<file path="config.mk">
export PLATFORM = sky130hd
export DESIGN_NAME = tx_short_pre_gen_flat
export DESIGN_NICKNAME = d
export VERILOG_FILES = /design/src/rtl/tx_short_pre_gen_if.sv /design/src/rtl/tx_short_pre_gen.sv /design/src/flat_wrapper.sv
export SDC_FILE = /design/constraint.sdc
export NUM_CORES = 1
export LEC_CHECK = 0
export ABC_AREA = 1
export CORE_MARGIN = 10
export CORE_UTILIZATION = 55
export CTS_BUF_LIST = sky130_fd_sc_hd__clkbuf_4 sky130_fd_sc_hd__clkbuf_8
export DETAILED_ROUTE_END_ITERATION = 6
export DONT_BUFFER_PORTS = 1
export PLACE_DENSITY = 0.7
export SLEW_MARGIN = 20
export SYNTH_ARGS = -nofsm -noshare
export SYNTH_HDL_FRONTEND = slang
export SYNTH_SLANG_ARGS = --single-unit
</file>
<file path="constraint.sdc">
create_clock -name clk -period 2.3 [get_ports clk]
set_input_delay 0.345 -clock clk [delete_from_list [all_inputs] [get_ports clk]]
set_output_delay 0.345 -clock clk [all_outputs]
set_load 0.01 [all_outputs]
</file>
<file path="src/rtl/tx_short_pre_gen_if.sv">
// Sample stream from the STF sequencer to the TX sample mux.
//   master: drives out_valid, out_i, out_q, out_last; reads out_ready
//   slave : reads the sample fields; drives out_ready
interface tx_short_pre_gen_if #(
    parameter int unsigned DW = 10
) ();
    logic          out_valid;
    logic          out_ready;
    logic [DW-1:0] out_i;
    logic [DW-1:0] out_q;
    logic          out_last;

    modport master (
        output out_valid,
        output out_i,
        output out_q,
        output out_last,
        input  out_ready
    );

    modport slave (
        input  out_valid,
        input  out_i,
        input  out_q,
        input  out_last,
        output out_ready
    );
endinterface

</file>
<file path="src/rtl/tx_short_pre_gen.sv">
// 802.11a short training field sequencer.
// Walks the short-preamble ROM index through NUM_REP 16-sample periods.
// Each ROM sample is registered and streamed over a valid/ready interface.
// out_last marks the final sample, and done pulses once after that sample transfers.
// Optional macro TX_SP_WINDOW_EN enables edge windowing:
//   - sample 0 is halved
//   - a halved index-0 overlap sample is appended
// Ports:
//   clk, rst          rising-edge clock, synchronous active-high reset
//   start             single-cycle burst request (ignored unless idle)
//   busy              burst in progress (RUN, DRAIN, DONE)
//   sp_index          ROM index; sp_i_in/sp_q_in are the ROM's same-cycle output
//   out_if (master)   out_valid/out_ready/out_i/out_q/out_last sample stream
//   done              one-cycle pulse after the last transfer
module tx_short_pre_gen #(
    parameter int unsigned NUM_REP = 10,
    parameter int unsigned DW      = 10
) (
    input  logic                    clk,
    input  logic                    rst,
    input  logic                    start,
    output logic                    busy,
    output logic [3:0]              sp_index,
    input  logic [DW-1:0]           sp_i_in,
    input  logic [DW-1:0]           sp_q_in,
    tx_short_pre_gen_if.master      out_if,
    output logic                    done
);

`ifdef TX_SP_WINDOW_EN
    localparam int unsigned N_TOTAL = NUM_REP * 16 + 1;
`else
    localparam int unsigned N_TOTAL = NUM_REP * 16;
`endif
    // Counter also holds the post-final value N_TOTAL.
    localparam int unsigned CNT_W = $clog2(N_TOTAL + 1);

    typedef enum logic [1:0] {
        S_IDLE,
        S_RUN,
        S_DRAIN,
        S_DONE
    } state_e;

    state_e           state_q, state_d;
    logic [CNT_W-1:0] cnt_q, cnt_d;
    logic             vld_q, vld_d;
    logic [DW-1:0]    i_q, i_d;
    logic [DW-1:0]    q_q, q_d;
    logic             last_q, last_d;
    logic             busy_q, busy_d;
    logic             done_q, done_d;

    logic load;
    logic xfer;
    logic is_final;

    // Next-state and datapath
    always_comb begin
        state_d  = state_q;
        cnt_d    = cnt_q;
        vld_d    = vld_q;
        i_d      = i_q;
        q_d      = q_q;
        last_d   = last_q;

        load     = (state_q == S_RUN) && (!vld_q || out_if.out_ready);
        xfer     = vld_q && out_if.out_ready;
        is_final = (cnt_q == CNT_W'(N_TOTAL - 1));

        case (state_q)
            S_IDLE: begin
                if (start) begin
                    state_d = S_RUN;
                    cnt_d   = '0;
                end
            end
            S_RUN: begin
                if (load && is_final) state_d = S_DRAIN;
            end
            S_DRAIN: begin
                if (xfer && last_q) state_d = S_DONE;
            end
            S_DONE: begin
                state_d = S_IDLE;
            end
            default: state_d = S_IDLE;
        endcase

        if (load) begin
`ifdef TX_SP_WINDOW_EN
            // Burst edges are halved: arithmetic shift, rounds toward -inf.
            if ((cnt_q == '0) || is_final) begin
                i_d = DW'($signed(sp_i_in) >>> 1);
                q_d = DW'($signed(sp_q_in) >>> 1);
            end else begin
                i_d = sp_i_in;
                q_d = sp_q_in;
            end
`else
            i_d = sp_i_in;
            q_d = sp_q_in;
`endif
            vld_d  = 1'b1;
            last_d = is_final;
            cnt_d  = cnt_q + CNT_W'(1);
        end else if (xfer) begin
            vld_d  = 1'b0;
            last_d = 1'b0;
        end

        busy_d = (state_d != S_IDLE);
        done_d = (state_d == S_DONE);
    end

    // State and output registers
    always_ff @(posedge clk) begin
        if (rst) begin
            state_q <= S_IDLE;
            cnt_q   <= '0;
            vld_q   <= 1'b0;
            i_q     <= '0;
            q_q     <= '0;
            last_q  <= 1'b0;
            busy_q  <= 1'b0;
            done_q  <= 1'b0;
        end else begin
            state_q <= state_d;
            cnt_q   <= cnt_d;
            vld_q   <= vld_d;
            i_q     <= i_d;
            q_q     <= q_d;
            last_q  <= last_d;
            busy_q  <= busy_d;
            done_q  <= done_d;
        end
    end

    // Index wraps 15->0 each period.
    // With windowing, the appended sample lands on index 0 because N_TOTAL-1 is a multiple of 16.
    assign sp_index         = cnt_q[3:0];
    assign busy             = busy_q;
    assign done             = done_q;
    assign out_if.out_valid = vld_q;
    assign out_if.out_i     = i_q;
    assign out_if.out_q     = q_q;
    assign out_if.out_last  = last_q;

endmodule

</file>
<file path="src/flat_wrapper.sv">
// flat-port wrapper written by rule: the top's interface ports become plain ports
module tx_short_pre_gen_flat 
#(
    parameter int unsigned NUM_REP = 10,
    parameter int unsigned DW      = 10
)
  (clk, rst, start, busy, sp_index, sp_i_in, sp_q_in, done, out_if_out_valid, out_if_out_i, out_if_out_q, out_if_out_last, out_if_out_ready);
  tx_short_pre_gen_if #(.DW(DW)) out_if_i ();
  input  logic clk;
  input  logic rst;
  input  logic start;
  output logic busy;
  output logic [3:0] sp_index;
  input  logic [DW-1:0] sp_i_in;
  input  logic [DW-1:0] sp_q_in;
  output logic done;
  output wire logic [$bits(out_if_i.out_valid)-1:0] out_if_out_valid;
  output wire logic [$bits(out_if_i.out_i)-1:0] out_if_out_i;
  output wire logic [$bits(out_if_i.out_q)-1:0] out_if_out_q;
  output wire logic [$bits(out_if_i.out_last)-1:0] out_if_out_last;
  input wire logic [$bits(out_if_i.out_ready)-1:0] out_if_out_ready;
  assign out_if_out_valid = out_if_i.out_valid;
  assign out_if_out_i = out_if_i.out_i;
  assign out_if_out_q = out_if_i.out_q;
  assign out_if_out_last = out_if_i.out_last;
  assign out_if_i.out_ready = out_if_out_ready;
  tx_short_pre_gen #(.NUM_REP(NUM_REP), .DW(DW)) u_core (.clk(clk), .rst(rst), .start(start), .busy(busy), .sp_index(sp_index), .sp_i_in(sp_i_in), .sp_q_in(sp_q_in), .out_if(out_if_i), .done(done));
endmodule
</file>
**Word level (Yosys, flattened, before mapping)**

Cells that the tools add are included.

- Register bits: 34
- Word-level logic and storage cells: 36
- Output and inout port bits: 28

- Multiplexer cells: 10
- Eq/ne operators: 5
- $add $sub $neg: 1
- Reduce and logical (&&, ||, !) cells: 12

Operators by type and width:

| kind | count |
|---|---|
| $mux 8 | 3 |
| $add 8x1->8 const B | 1 |
| $eq 8x8->1 const B | 1 |
| $pmux 2 s4 | 1 |
| $reduce_bool 2->1 | 4 |
| $eq 2x2->1 const B | 3 |
| $mux 2 | 3 |
| $logic_and 1x1->1 | 4 |
| $mux 1 | 3 |
| $eq 2x1->1 const B | 1 |
| $logic_not 2->1 | 1 |
| $reduce_and 2->1 | 1 |
| $logic_not 1->1 | 1 |
| $logic_or 1x1->1 | 1 |

**Longest topological paths before layout**

- Word-level depth: 7
- Depth in mapped cells: 8
- Mapped depth without buffers: 8

**Least setup slack after synthesis**

OpenSTA, ideal clock, no wires.

- Kind: register to register
- Start: register u_core.cnt_q[0]
- End: register u_core.busy_q, in the netlist u_core.busy
- Stages on the path, launching flop included: 9
- Required time: 2.188 ns
- Arrival time: 1.048 ns
- Slack: 1.140 ns
- Setup time: 0.112 ns
- Path buffers: 0
- Path through: dfxtp_1 -> ha_1 -> nand3_1 -> nor2_1 -> nand3_2 -> nand2_1 -> nand2_1 -> nand2_2 -> nand2_1

- Longest elaborated chain between the ends: 5

RTL lines:

| what | RTL line | RTL |
|---|---|---|
| from (decl) | tx_short_pre_gen.sv:46 | `logic [CNT_W-1:0] cnt_q, cnt_d;` |
| from (signal assigned) | tx_short_pre_gen.sv:129 | `cnt_q <= cnt_d;` |
| $eq 8x8->1 | tx_short_pre_gen.sv:69 | `is_final = (cnt_q == CNT_W'(N_TOTAL - 1));` |
| $logic_and 1x1->1 | tx_short_pre_gen.sv:79 | `if (load && is_final) state_d = S_DRAIN;` |
| $mux 2 | tx_short_pre_gen.sv:79 |  |
| $pmux 2 s4 | tx_short_pre_gen.sv:71 | `case (state_q)` |
| $reduce_bool 2->1 | tx_short_pre_gen.sv:112 | `busy_d = (state_d != S_IDLE);` |
| to (signal assigned) | tx_short_pre_gen.sv:134 | `busy_q <= busy_d;` |
| to (decl) | tx_short_pre_gen.sv:51 | `logic busy_q, busy_d;` |

Every way passes these cells.
A chain may end at the register's enable or synchronous reset.

**Final worst setup path**

- Start: register u_core.vld_q, in the netlist u_core.out_if.out_valid
- End: register u_core.busy_q, in the netlist u_core.busy

- Longest elaborated chain between the ends: 7

RTL lines:

| what | RTL line | RTL |
|---|---|---|
| from (decl) | tx_short_pre_gen.sv:47 | `logic vld_q, vld_d;` |
| from (signal assigned) | tx_short_pre_gen.sv:130 | `vld_q <= vld_d;` |
| $logic_not 1->1 | tx_short_pre_gen.sv:67 | `load = (state_q == S_RUN) && (!vld_q \|\| out_if.out_ready);` |
| $logic_or 1x1->1 | tx_short_pre_gen.sv:67 |  |
| $logic_and 1x1->1 | tx_short_pre_gen.sv:67 |  |
| $logic_and 1x1->1 | tx_short_pre_gen.sv:79 |  |
| $mux 2 | tx_short_pre_gen.sv:79 |  |
| $pmux 2 s4 * | tx_short_pre_gen.sv:71 |  |
| $reduce_bool 2->1 * | tx_short_pre_gen.sv:112 |  |

Mark *: on every way between the ends. The rest lies on a longest branch, timed or not.

==> qor.yml <==
worst_setup_path:
  startpoint_type: "register"
  path_delay_family: "simple AND/OR/NAND/NOR gates"
  worstPathArrival_ns: 1.82
  critical_path_class: "reg -> reg"
  crit_path_end_kind: "register"
  r2r_end: "u_core.busy"
  critPathBufInv: 1
  r2r-start: "u_core.out_if.out_valid"
  slowest_delay_ns: 0.47
  critical_path.max_fanout: 27
  r2r.worst_path.cells: 8
  crit_top_cell: "nand2_1"
  r2r_slack_ns: 0.72
  path_cells: "inv_1 -> nor2_1 -> nor2_4 -> nand3_2 -> nand2_1 -> nand2_1 -> nand2_2 -> nand2_1"
  crit_slowest_cell: "nor2_4"
  critPathRequiredTime_ns: 2.54
clocking:
  cts_root_buf: "clkbuf_4"
  clk_path_buf_depth: 2
  cts_tree: "yes"
  cts_buffers: 5
  h-tree-depth: 2
  clkTransAtPathRegs_ns: 0.10
  hold_buffers: 0
  post_cts_buffers: 0
  clk_latency_ns: 0.33
  clock-sinks: 34
  cts_resized: 0
power:
  swShare_pct: 25.2
  power.leakage_nw: 0.605
  power_density_mw_per_mm2: 850
  ir_drop_uv: 686
  seqPwrFrac_pct: 55.1
  power_frac_clock_pct: 36.1
  switching_power_mw: 0.309
  p_int_mw: 0.918
  power_frac_comb_pct: 8.7
placement:
  gp_congestion: 0.817
  portBuffers: 0
  placed_area_mm2: 0.00136
  hpwlAfterDp_um: 2300
status:
  status: "complete, no violations"
synthesis:
  netlist_instances: 190
  syn_nets: 215
  syn_area_mm2: 0.00140
  syn_area_per_cell_um2: 7.34
  synth_area_leaders: "dfxtp_1, nor2_1, nand2_1"
  yosys.area.top_type: "dfxtp_1"
  netlist.area_leader.share_pct: 48.8
  synth_warnings: 0
  ys_types: 23
  synth-seq-cells: 34
  ys_seq_area_share_pct: 48.8
floorplanning:
  dieArea_mm2: 0.00495
  dieWidth_um: 70.4
  pin_count: 52
  rows: 18
  fp.coreArea_mm2: 0.00245
  die_h_um: 70.4
  start_util_pct: 56.8
final_layout:
  synthToLayoutAreaGrowth_pct: 3.50
  nets: 212
  final_common_cell: "nor2_1"
  drive_above_1_share_pct: 7.98
  layout_common_cells: "nor2_1, dfxtp_1, nand2_1"
  fillers: 242
  diodes: 0
  final_area_mm2: 0.00144
detailed_routing:
  wirelength_um: 3160
  wl_per_cell_um: 14.5
  drt.antenna.violating_nets: 0
  route.detailed.drc: 0
  viasPerCell: 5.32
  first_pass_iters: 4
  drtIter0Drc: 78
  via_count: 1159
run:
  max-cap-violations: 0
sta:
  setup_viol: 0
  rsz0062_at_grt: "no"
  hold_viol_final: 0
  timing.fmax_mhz: 633
  slew_headroom_pct: 54.1
  finalCriticalPeriod_ns: 1.58
  min_period_over_period_pct: 68.7
  worstMarginPinSlew_ns: 0.688
  slew_viol_final: 0
  tns_ns: 0
  finClkSkew_ns: 0.00807
global_route:
  overflow: 0
  grtUsageMet3_pct: 9.04
  grt_use_met2_pct: 20.1
  grt_pass1_wl_um: 5150
  grt_busiest_layer: "met2"
  grt_max_degree: 28
  grt_use_met1_pct: 12.2
  grt.total_usage_pct: 12.7
  antenna_found_initial: 0
  grt_pass1_vias: 1132
hold_path:
  min_to: "u_core.cnt_q[7]"
  hold_path_class: "in -> reg"
  min_delay_path_depth: 1
  hold_start: "rst"
cell usage after synthesis (all sizes together):
library cell	n
nand2	33
nor3	1
dfxtp	34
buf	7
o21a	1
nand3	10
clkbuf	3
clkinv	1
inv	15
nor2	49
a21oi	10
o21ai	24
ha	1
o211ai	1
layer usage:
metal  share of wire [%]  wire length (µm)  vias up
li1                    -                 -      589
met1                  39              1240      521
met2                  46              1450       38
met3                  13               396       11
met4                 2.2                69        0
met5                   0                 0        -
layout make-up:
| class | instances | area, µm² | area share (%) |
|---|---|---|---|
| clock inverter | 1 | 30.0 | 2.08 |
| tap | 30 | 37.5 | 2.60 |
| sequential | 34 | 681 | 47.1 |
| clock buffer | 7 | 52.6 | 3.64 |
| multi-input combinational | 130 | 583 | 40.4 |
| inverter | 16 | 60.1 | 4.16 |
through the flow:
stage	hold slack [ns]	instances	setup slack [ns]	total power, mW	utilization, %
2_1_floorplan	0.414	190	1.14	0.782	-
3_3_place_gp	0.417	210	0.799	0.794	55.5
3_5_place_dp	0.420	210	0.703	0.801	55.5
4_1_cts	0.0508	218	0.697	1.24	58.8
5_1_grt	0.0399	218	0.533	1.29	58.8
6_report	0.0620	218	0.719	1.23	58.8
worst reg2reg max path: cells and delay by family, from the launching register on:
kind | cells | cell delay [ns]
and+or+nand+nor | 7 | 1.00
buffers and inverters | 1 | 0.11
DFF | 1 | 0.37
state kept, by name, summed over array words and instances (netlist names):
register                 count
u_core.out_if.out_q         10
u_core.cnt_q                 8
u_core.busy                  1
u_core.out_if.out_i         10
u_core.out_if.out_valid      1
u_core.state_q               2
u_core.out_if.out_last       1
u_core.done                  1
cell families (layout without fill, tap and decap cells):
kind of cell	after synthesis	after routing	share of synthesized area, %
compound gates	36	36	13.3
fa+ha+maj	1	1	0.897
buf+inv	26	24	9.42
simple gates	93	93	27.6
flops	34	34	48.8
power by group through the flow:
stage | registers, mW | logic, mW | clock network (mW)
3_5_place_dp | 0.693 | 0.108 | 0
2_1_floorplan | 0.680 | 0.103 | 0
6_report | 0.677 | 0.107 | 0.444
3_3_place_gp | 0.692 | 0.102 | 0
4_1_cts | 0.680 | 0.108 | 0.453
5_1_grt | 0.684 | 0.129 | 0.477
worst max-delay path by stage:
| stage | from | endpoint | cells past startpoint |
|---|---|---|---|
| floorplan | u_core.cnt_q[0] | u_core.busy | 8 |
| global placement | u_core.out_if.out_valid | u_core.busy | 8 |
| detailed placement | u_core.out_if.out_valid | u_core.busy | 8 |
| CTS | u_core.out_if.out_valid | u_core.busy | 8 |
| global route | u_core.out_if.out_valid | u_core.busy | 8 |
| finish | u_core.out_if.out_valid | u_core.busy | 8 |
Note: power is estimated with default switching activity, not from simulation.
